--- config.mk ---
export PLATFORM = sky130hd
export DESIGN_NAME = vec_rev_stream
export DESIGN_NICKNAME = d
export VERILOG_FILES = /design/src/rtl/vec_rev_pkg.sv /design/src/rtl/vec_rev_map.sv /design/src/rtl/vec_rev_stream.sv
export SDC_FILE = /design/constraint.sdc
export NUM_CORES = 1
export LEC_CHECK = 0
export ABC_AREA = 1
export CORE_ASPECT_RATIO = 0.75
export CORE_MARGIN = 5
export CORE_UTILIZATION = 30
export CTS_CLUSTER_SIZE = 30
export DETAILED_ROUTE_END_ITERATION = 8
export PLACE_DENSITY = 0.56
export SLEW_MARGIN = 40
export SYNTH_ARGS = -nofsm -noshare
export SYNTH_HDL_FRONTEND = slang
export SYNTH_SLANG_ARGS = --single-unit
--- constraint.sdc ---
create_clock -name clk -period 4.2 [get_ports clk]
set_input_delay 1.26 -clock clk [delete_from_list [all_inputs] [get_ports clk]]
set_output_delay 1.26 -clock clk [all_outputs]
set_load 0.005 [all_outputs]
--- src/rtl/vec_rev_pkg.sv ---
// Shared definitions for the vec_rev_stream block.
// - mode_t: per-word permutation selector carried alongside each input word.
// - MODE_*: the four permutation encodings.
// - state_t: handshake occupancy, encoded as {out_valid, skid_valid}.
package vec_rev_pkg;

  typedef logic [1:0] mode_t;

  localparam mode_t MODE_PASS        = 2'b00;
  localparam mode_t MODE_BITREV      = 2'b01;
  localparam mode_t MODE_BYTESWAP    = 2'b10;
  localparam mode_t MODE_BITREV_BYTE = 2'b11;

  // Encoding matches the register pair it is derived from, so the state is
  // a pure relabelling of existing flops rather than an extra register.
  typedef enum logic [1:0] {
    ST_EMPTY = 2'b00,
    ST_ONE   = 2'b10,
    ST_FULL  = 2'b11
  } state_t;

endpackage

--- src/rtl/vec_rev_map.sv ---
// Combinational word permutation.
// Ports:
//   in_data  [WIDTH-1:0]  word to permute
//   in_mode  [1:0]        permutation select (see vec_rev_pkg)
//   out_data [WIDTH-1:0]  permuted word
module vec_rev_map
  import vec_rev_pkg::*;
#(
  parameter int WIDTH = 32
) (
  input  logic [WIDTH-1:0] in_data,
  input  logic [1:0]       in_mode,
  output logic [WIDTH-1:0] out_data
);

  localparam int NBYTES = WIDTH / 8;

  always_comb begin
    // NOTE: assigning a default first means every path writes out_data, so
    // no latch can be inferred whatever the case/loop structure below does.
    out_data = in_data;
    case (mode_t'(in_mode))
      MODE_PASS: out_data = in_data;
      MODE_BITREV: begin
        for (int i = 0; i < WIDTH; i++) begin
          out_data[i] = in_data[WIDTH-1-i];
        end
      end
      MODE_BYTESWAP: begin
        for (int k = 0; k < NBYTES; k++) begin
          out_data[8*k +: 8] = in_data[8*(NBYTES-1-k) +: 8];
        end
      end
      MODE_BITREV_BYTE: begin
        for (int k = 0; k < NBYTES; k++) begin
          for (int b = 0; b < 8; b++) begin
            out_data[8*k+b] = in_data[8*k+7-b];
          end
        end
      end
      default: out_data = in_data;
    endcase
  end

endmodule

--- src/rtl/vec_rev_stream.sv ---
// Streaming word permuter with a registered output stage and one-entry skid
// buffer, plus a running count of completed output transfers.
// Ports:
//   clk, reset              rising-edge clock, synchronous active-high reset
//   in_data/in_mode         input word and its permutation select
//   in_valid/in_ready       upstream handshake (in_ready is flop-driven)
//   out_data/out_valid      permuted word from the output register
//   out_ready               downstream accept
//   xfer_count              output transfers modulo 2^COUNT_W
module vec_rev_stream
  import vec_rev_pkg::*;
#(
  parameter int WIDTH   = 32,
  parameter int COUNT_W = 16
) (
  input  logic               clk,
  input  logic               reset,
  input  logic [WIDTH-1:0]   in_data,
  input  logic [1:0]         in_mode,
  input  logic               in_valid,
  output logic               in_ready,
  output logic [WIDTH-1:0]   out_data,
  output logic               out_valid,
  input  logic               out_ready,
  output logic [COUNT_W-1:0] xfer_count
);

  if ((WIDTH % 8) != 0 || WIDTH < 8) begin : g_bad_width
    $error("vec_rev_stream: WIDTH must be a multiple of 8 and at least 8");
  end

  logic [WIDTH-1:0] mapped;
  logic [WIDTH-1:0] skid_data;
  logic             skid_valid;
  logic             in_xfer;
  logic             out_xfer;
  state_t           state;

  // Permute on the way in so the mode travels with its word and later mode
  // changes cannot touch anything already accepted.
  vec_rev_map #(.WIDTH(WIDTH)) u_map (
    .in_data  (in_data),
    .in_mode  (in_mode),
    .out_data (mapped)
  );

  assign state    = state_t'({out_valid, skid_valid});
  assign in_ready = !skid_valid;
  assign in_xfer  = in_valid && in_ready;
  assign out_xfer = out_valid && out_ready;

  // NOTE: sequential state uses non-blocking assignments so every register
  // samples the pre-edge values, independent of statement order.
  always_ff @(posedge clk) begin
    if (reset) begin
      out_valid  <= 1'b0;
      out_data   <= '0;
      skid_valid <= 1'b0;
      xfer_count <= '0;
      // NOTE: skid_data is pure storage qualified by skid_valid, so it is
      // deliberately left out of reset.
    end else begin
      if (out_xfer) begin
        xfer_count <= xfer_count + 1'b1;
      end
      case (state)
        ST_EMPTY: begin
          if (in_xfer) begin
            out_data  <= mapped;
            out_valid <= 1'b1;
          end
        end
        ST_ONE: begin
          if (in_xfer && !out_xfer) begin
            skid_data  <= mapped;
            skid_valid <= 1'b1;
          end else if (in_xfer && out_xfer) begin
            out_data <= mapped;
          end else if (out_xfer) begin
            out_valid <= 1'b0;
          end
        end
        ST_FULL: begin
          // in_ready is low here, so only the output side can move.
          if (out_xfer) begin
            out_data   <= skid_data;
            skid_valid <= 1'b0;
          end
        end
        default: begin
          // {0,1} is unreachable; fall back to empty.
          out_valid  <= 1'b0;
          skid_valid <= 1'b0;
        end
      endcase
    end
  end

endmodule

# Yosys cells after proc, flatten, opt, wreduce, memory -nomap -nowiden
# Cells that the tools add are included.
# word_totals
regBits,82
in_bits,38
# op_classes
addsub,1
eq_ne,12
n_mux,13
n_bitwise,3
n_reduce_logical,13
# ops
operator,n
$mux 32,4
$pmux 32 s4,1
$pmux 32 s3,1
$add 16x1->16 const B,1
$ne 2x2->1 const B,7
$reduce_and 5->1,2
$eq 2x2->1 const B,4
$pmux 1 s3,2
$reduce_and 3->1,2
$mux 1,5
$logic_and 1x1->1,4
$logic_not 2->1,2
$not 1->1,3
$reduce_bool 3->1,1
$eq 2x1->1 const B,1
$logic_not 1->1,2

# Longest topological paths before layout
# Gate-level depths: netlist (run 1).
# logic_depth
word_depth,6
mapped_depth,11
ltp_nobuf,9

# Hierarchy
# From an unflattened synthesis (run 1), not the netlist that was laid out.
# unflattened
cells_unflattened,617
hier_area_um2,4631.9
# by_module_without_submodules
mod,n_inst,cells_each,area_per_inst_um2,seq_area_each_um2
vec_rev_stream,1,431,3659.8,1961.9
vec_rev_map,1,186,972.2,0.0

# Worst setup path before layout (run 1)
# No wires, ideal clock.
# synth_timing
path_type,input port to flip-flop
startpoint,input out_ready
endpoint,"register skid_data[0], enable pin"
arrival_time_ns,3.691
setup_slack_ns,0.046
path_stages,3
path_cell_list,nand2_2 nand2_1 nor3_1
# synth_between
elab_chain_len,4
# synth_rtl
item,line_no,source
start: declaration,vec_rev_stream.sv:24,"input logic out_ready,"
$logic_and 1x1->1,vec_rev_stream.sv:50,assign out_xfer = out_valid && out_ready;
$logic_not 1->1,vec_rev_stream.sv:74,if (in_xfer && !out_xfer) begin
$logic_and 1x1->1,vec_rev_stream.sv:74,
$reduce_and 3->1 (no line),-,
end signal: assignment,vec_rev_stream.sv:75,skid_data <= mapped;
end: declaration,vec_rev_stream.sv:33,logic [WIDTH-1:0] skid_data;
# No other way between the ends.
# A chain may end at the register's enable or synchronous reset.

# Final worst setup path (run 1)
# layout_timing
startpoint,input out_ready
endpoint,register out_data[29]
# layout_between
elab_chain_len,5
elab_cells_between_ends,8
cone_classes,3 x eq/ne; 5 x reduce/logical
# layout_rtl
item,line_no,source
$logic_and 1x1->1 *,vec_rev_stream.sv:50,
$logic_not 1->1,vec_rev_stream.sv:74,
$logic_and 1x1->1,vec_rev_stream.sv:74,
$ne 2x2->1 (no line),-,
$reduce_and 5->1 (no line) *,-,
end signal: assignment,vec_rev_stream.sv:69,out_data <= mapped;
end signal: assignment,vec_rev_stream.sv:78,out_data <= mapped;
end signal: assignment,vec_rev_stream.sv:86,out_data <= skid_data;
end: declaration,vec_rev_stream.sv:22,"output logic [WIDTH-1:0] out_data,"
# Mark *: on every way between the ends. The rest lies on a longest branch, timed or not.

==> run metrics, run 1 <==
Clock transition at path regs approximately 60 ps; Hold Crit Class flop to flop; initial antenna violation count 0; Worst Setup End Kind flop; Post-Syn Nets ~680; Post-CTS Hold Fix Bufs 0; DR iter-0 viols between 200 and 300; register area share after synthesis a little under half; mean post-synth cell area just under 7 um^2; combinational cell fraction of total power 30.7%; Clk network pwr share between 30% and 40%; Cell Int Power 0.00189 W; die area ~17000 um^2; Root Driver clkbuf_16; CP required 4430 ps; cell area after layout ~5700 um^2; FP Rows 38; count of cells resized by post-cts repair 0; Arrival @ worst endpoint between 3000 and 4000 ps; worst ir drop on vdd roughly 0.00025 V; first-pass GRT wire length 19.9 mm; grt total ovfl 0; Antenna Nets Post-Route 0; FMAX around 340 MHz; Vias roughly 4200; Sink Count about 80; Die Wd 149 um; Layout Utilization about 40%; register bit total from synthesis 82; status finished clean; synthesized instance count between 600 and 700; Worst-Skew Late Latency around 340 ps; routed wire length roughly 12 mm; mapped cell area 4340 um^2; switching portion of total power a little under a third; Initial Util a little under a third; Clock Path Buffers 2; Pleak ~2.4 nW; Main synth FF type dfxtp_1; Core ar. 14300 um^2; I/O pin total 88; largest net degree at the start of global routing 68; post-synth cell types 24; Power Dens Cells approximately 480 nW/um^2; Setup Skew a little over 10 ps; Post-synth EDFFs 32; ant diodes 0; Slew @ Worst Pin ~670 ps; setup_tns 0 ps; RSZ-0062 raised after global routing no; Syn-to-layout area delta 31.3%; Worst setup SP type input port; Max-Cap Viols 0; Net count, final between 700 and 800; Die Y ~110 um; Post-CTS Repair Setup Buffers 0; Synth async-reset ratio 0%; Final WS setup ~1200 ps; Commonest cells post-synth nand2_1 (195), nor2_1 (130), inv_1 (60), dfxtp_1 (50), o21ai_0 (48); Reg power frac roughly two fifths; drt wl/cell 13.1 um; leading area contributor after synthesis dfxtp_1; TritonCTS clock tree built; critical path class input port to flop; Synth area leaders dfxtp_1 (23%), edfxtp_1 (22%), nand2_1 (17%), nor2_1 (11%), o21ai_0 (5.5%); Synth top area share a little under a quarter; worst relative slew slack between 50% and 60%; setup violators final 0; 1st-pass router iterations 5; Final Hold Viols 0; IO buf count 87; Post-DP Area 5380 um^2; crit path max fanout 32; vias in the first global route slightly below 4000; Yosys warnings 0; Fillers 1475; max-slew violations 0; Tcrit/Tclk final between 70% and 80%; CTS Buf Count 9; share of cells above drive strength 1 4.14%; GRT Total Usage 14.7%; switching pwr about 0.00084 W; RD Place Congestion 0.794; most common cell in the netlist nand2_1; minimum clock period approximately 3000 ps; DR vias/cell approximately 4.6; DRC 0; pre-CTS setup slack slightly below 900 ps; Detailed Place HPWL 8.67 mm; H-tree levels 3
-- stage by stage --
stage	instances	power [W]	hold slack (ps)
after floorplan	642	0.00150	459
after global placement	908	0.00191	473
after detailed placement	908	0.00193	480
after CTS	924	0.00278	491
after global routing	924	0.00294	521
final	924	0.00274	491
-- power groups by stage --
stage	registers, W	clock network, W	logic, W
2_1_floorplan	0.00107	0	0.000428
3_3_place_gp	0.00108	0	0.000833
3_5_place_dp	0.00108	0	0.000848
4_1_cts	0.00107	0.000853	0.000855
5_1_grt	0.00108	0.000891	0.000969
6_report	0.00107	0.000828	0.000841
-- critical path, cell delays in order --
cell and delay (ps):
clkdlybuf4s50_1 490, nand2_2 130, nand2_1 90, o21ai_1 80, nor2_1 70, and2_2 520, buf_4 300, nand2_1 60
nor2_1 120, nor2_1 50
-- metal layers --
| layer | vias to the layer above | wire, um | track usage (%) |
|---|---|---|---|
| met5 | - | 0 | 0 |
| met4 | 0 | 193 | 4.33 |
| met3 | 18 | 731 | 4.12 |
| met2 | 116 | 5270 | 22.8 |
| met1 | 1927 | 5900 | 20.2 |
| li1 | 2180 | - | - |
-- final cells by class --
| cell class | instances | area, um^2 | share of cell area, % |
|---|---|---|---|
| inverter | 63 | 236 | 4.15 |
| timing repair buffer | 94 | 923 | 16.2 |
| sequential | 82 | 1960 | 34.5 |
| clock buffer | 13 | 272 | 4.77 |
| tap | 200 | 250 | 4.39 |
| multi-input combinational | 469 | 2010 | 35.2 |
| clock inverter | 3 | 43.8 | 0.769 |
-- cell families (layout without fill, tap and decap cells) --
kind of cell	Yosys count	in the layout	share of synthesized area, %
buffers and inverters	91	173	8.68
flip-flops	82	82	45.2
AO/OA/AOI/OAI	91	91	10.5
adder cells (fa/ha/maj)	4	4	1.15
AND/OR/NAND/NOR	374	374	34.4
-- cell usage in the layout (no fill, tap or decap) --
master,n
clkbuf_1,2
inv_1,60
nor2_8,1
ha_2,1
inv_2,3
nand4_1,2
nor2_1,130
o21ai_1,6
clkinv_2,1
buf_4,7
bufinv_16,1
nand2_1,195
o21ai_0,48
dfxtp_1,50
nor3_1,4
and2_2,1
nand3_1,38
clkdlybuf4s50_1,87
a31oi_1,1
edfxtp_1,32
a21oi_1,36
nor3_2,1
clkbuf_8,1
inv_6,1
nand2_2,1
ha_1,3
clkbuf_16,10
nor2_4,1
-- registers in the layout, indices dropped and copies added (netlist names) --
| register | flops |
|---|---|
| out_valid | 1 |
| skid_data | 32 |
| out_data | 32 |
| skid_valid | 1 |
| xfer_count | 16 |
-- path summary, 6_finish.rpt --
kind / startpoint / cells past startpoint / to / slack [ps]
worst max register to register: out_valid$_SDFFE_PP0P_ / 9 / out_data[19]$_SDFFE_PP0P_ / 1740
worst min register to register: xfer_count[9]$_SDFFE_PP0P_ / 2 / xfer_count[9]$_SDFFE_PP0P_ / 490
worst min-delay path: xfer_count[9]$_SDFFE_PP0P_ / 2 / xfer_count[9]$_SDFFE_PP0P_ / 490
worst max-delay path: out_ready / 10 / out_data[29]$_SDFFE_PP0P_ / 1230
Power figures use the tool's default switching activity.
==> run 2, diff against run 1 <==
clock period = 2.5 ns   (was 4.2 ns; I/O delays follow)
==> run 2 against run 1 <==
Net effect:
- first-iteration DRC count decreased by 33%
- hold slack got worse by 15 ps
- clock-buffer cell count decreased by 3
- power increased by 67%
- worst setup slack got worse by 860 ps
- sequential power increased by 67%
- clock power increased by 56%
- wire length increased by 0.87%
- core utilization increased by 0.59 points
- non-clock buffer count increased by 8
- final cell count increased by 0.87%
- via count decreased by 0.35%
- critical endpoint is now out_data[26]$_SDFFE_PP0P_
- largest cell class unchanged
- largest power group unchanged
==> run metrics, run 2 (synthesis gave the netlist of run 1 again) <==
crit path from in_mode[1]; Clk network pwr share 28.2% (-2.0 points); Detailed Place HPWL 8.60 mm (-0.88%); Tcrit/Tclk final 85.2%; DRC 0 (unchanged); grt total ovfl 0 (unchanged); Largest regs out_data (32), skid_data (32), xfer_count (16); ant diodes 0 (unchanged); FMAX about 470 MHz; Antenna Nets Post-Route 0 (unchanged); Setup Skew 9.68 ps (-0.581 ps); initial antenna violation count 0 (unchanged); minimum clock period roughly 2100 ps; Root Driver clkbuf_16; worst hold start xfer_count[10]$_SDFFE_PP0P_; Max-Cap Viols 0 (unchanged); Initial Util 30.3% (unchanged); switching portion of total power 32.5% (+1.6 points); max-slew violations 0 (unchanged); switching pwr 0.00148 W (+76%); status finished clean; critical path class input port to flop; CTS Buf Count 9 (unchanged); Final WS setup 371 ps (-862 ps); DR iter-0 viols 188 (-33%); die area 17000 um^2 (unchanged); Post-CTS Hold Fix Bufs 0 (unchanged); setup violators final 0 (unchanged); reg2reg path depth 10 (+1); Pleak 2.43 nW (+1.9%); first-pass GRT wire length 19.9 mm (+0.14%); Fillers 1489 (+0.95%); Cell Int Power 0.00309 W (+63%); DR vias/cell 4.53 (-1.2%); IO buf count 87 (unchanged); Arrival @ worst endpoint 2410 ps (-780 ps); combinational cell fraction of total power 32.7% (+2.0 points); I/O pin total 88 (unchanged); Vias 4226 (-0.35%); GRT Total Usage 14.7% (-0.085 points); RR Startpoint out_valid$_SDFFE_PP0P_; drt wl/cell 13.1 um (about the same); Core ar. 14300 um^2 (unchanged); Clock transition at path regs 60 ps (about the same); RD Place Congestion 0.863 (+8.7%); Finished Layout Cells 932 (+0.87%); Die Y 114 um (unchanged); Sink Count 82 (unchanged); CP required 2780 ps (-1650 ps); multi-input logic area 2010 um^2 (+0.31%); Net count, final 769 (+1.1%); Reg power frac 39.1% (about the same); H-tree levels 3 (unchanged); Worst Hold Depth 2 (unchanged); Power Dens Cells 791 nW/um^2 (+64%); worst ir drop on vdd 0.000443 V (+78%); most frequent cells in the layout nand2_1 (195), nor2_1 (130), clkdlybuf4s50_1 (87), inv_1 (60), dfxtp_1 (50); share of cells above drive strength 1 5.46% (+1.3 points); count of cells resized by post-cts repair 0 (unchanged); Hold Crit Class flop to flop; TritonCTS clock tree built; pre-CTS setup slack 39.0 ps (-852 ps); Die Wd 149 um (unchanged); crit path max fanout 27 (-16%); vias in the first global route 3869 (-2.7%); largest net degree at the start of global routing 67 (-1.5%); Clock Path Buffers 2 (unchanged); Slew @ Worst Pin 660 ps (-7.51 ps); Placed Cells 916 (+0.88%); routed wire length 12.2 mm (+0.87%); Post-CTS Repair Setup Buffers 0 (unchanged); setup_tns 0 ps (unchanged); Hold Slack 476 ps (-14.7 ps); RSZ-0062 raised after global routing no; Worst-Skew Late Latency 340 ps (about the same); FP Rows 38 (unchanged); register cell area after layout 1960 um^2 (unchanged); Final Hold Viols 0 (unchanged); Worst Setup End Kind flop; worst relative slew slack 56.0% (+0.50 points); Worst setup SP type input port; most common cell after layout, fill and taps aside nand2_1; Syn-to-layout area delta 33.3%; 1st-pass router iterations 5 (unchanged)
## run 2: cell types whose count changed in the layout (fill, tap and decap cells not counted), moves of 2 or more
| cell | before | now |
|---|---|---|
| buf_12 | 0 | 4 |
| buf_4 | 7 | 11 |
| clkbuf_1 | 2 | 0 |
| inv_4 | 0 | 3 |
## run 2: path summary, 6_finish.rpt
path                                                     to  slack (ps)
worst max-delay path              out_data[26]$_SDFFE_PP0P_         370
worst min-delay path            xfer_count[10]$_SDFFE_PP0P_         480
worst min register to register  xfer_count[10]$_SDFFE_PP0P_         480
worst max register to register    out_data[28]$_SDFFE_PP0P_         610
## run 2: power by group through the flow
stage          Combinational (W)  Sequential [W]  Clock, W
5_1_grt                  0.00170         0.00181   0.00139
3_3_place_gp             0.00150         0.00181         0
2_1_floorplan           0.000724         0.00180         0
6_report                 0.00150         0.00179   0.00129
4_1_cts                  0.00152         0.00179   0.00134
3_5_place_dp             0.00151         0.00181         0
## run 2: critical path, cell delays in order
cell             delay, ps
clkdlybuf4s50_1        540
inv_2                   70
nor2_4                 460
nand2_1                100
nand3_1                150
nor2_1                  80
nor2_1                  90
nor2_1                  70
nor2_1                  80
## run 2: through the flow
| stage | instance area, um^2 | power, W | utilization, % |
|---|---|---|---|
| 2_1_floorplan | 4350 | 0.00252 | - |
| 3_3_place_gp | 5500 | 0.00331 | 38.4 |
| 3_5_place_dp | 5500 | 0.00332 | 38.4 |
| 4_1_cts | 5780 | 0.00465 | 40.4 |
| 5_1_grt | 5780 | 0.00491 | 40.4 |
| 6_report | 5780 | 0.00457 | 40.4 |
## run 2: layer usage
metal  global-route usage (%)  share of wire [%]  up-vias
li1                         -                  -     2191
met1                     20.3                 48     1910
met2                     22.2                 44      111
met3                     4.47                6.2       14
met4                     4.45                1.3        0
met5                        0                  0        -
## run 2: cell type report
| class | instances | share of cell area, % |
|---|---|---|
| multi-input combinational | 469 | 34.8 |
| sequential | 82 | 33.9 |
| timing repair buffer | 102 | 17.9 |
| tap | 200 | 4.33 |
| clock buffer | 10 | 4.14 |
| inverter | 63 | 4.09 |
| clock inverter | 6 | 0.779 |
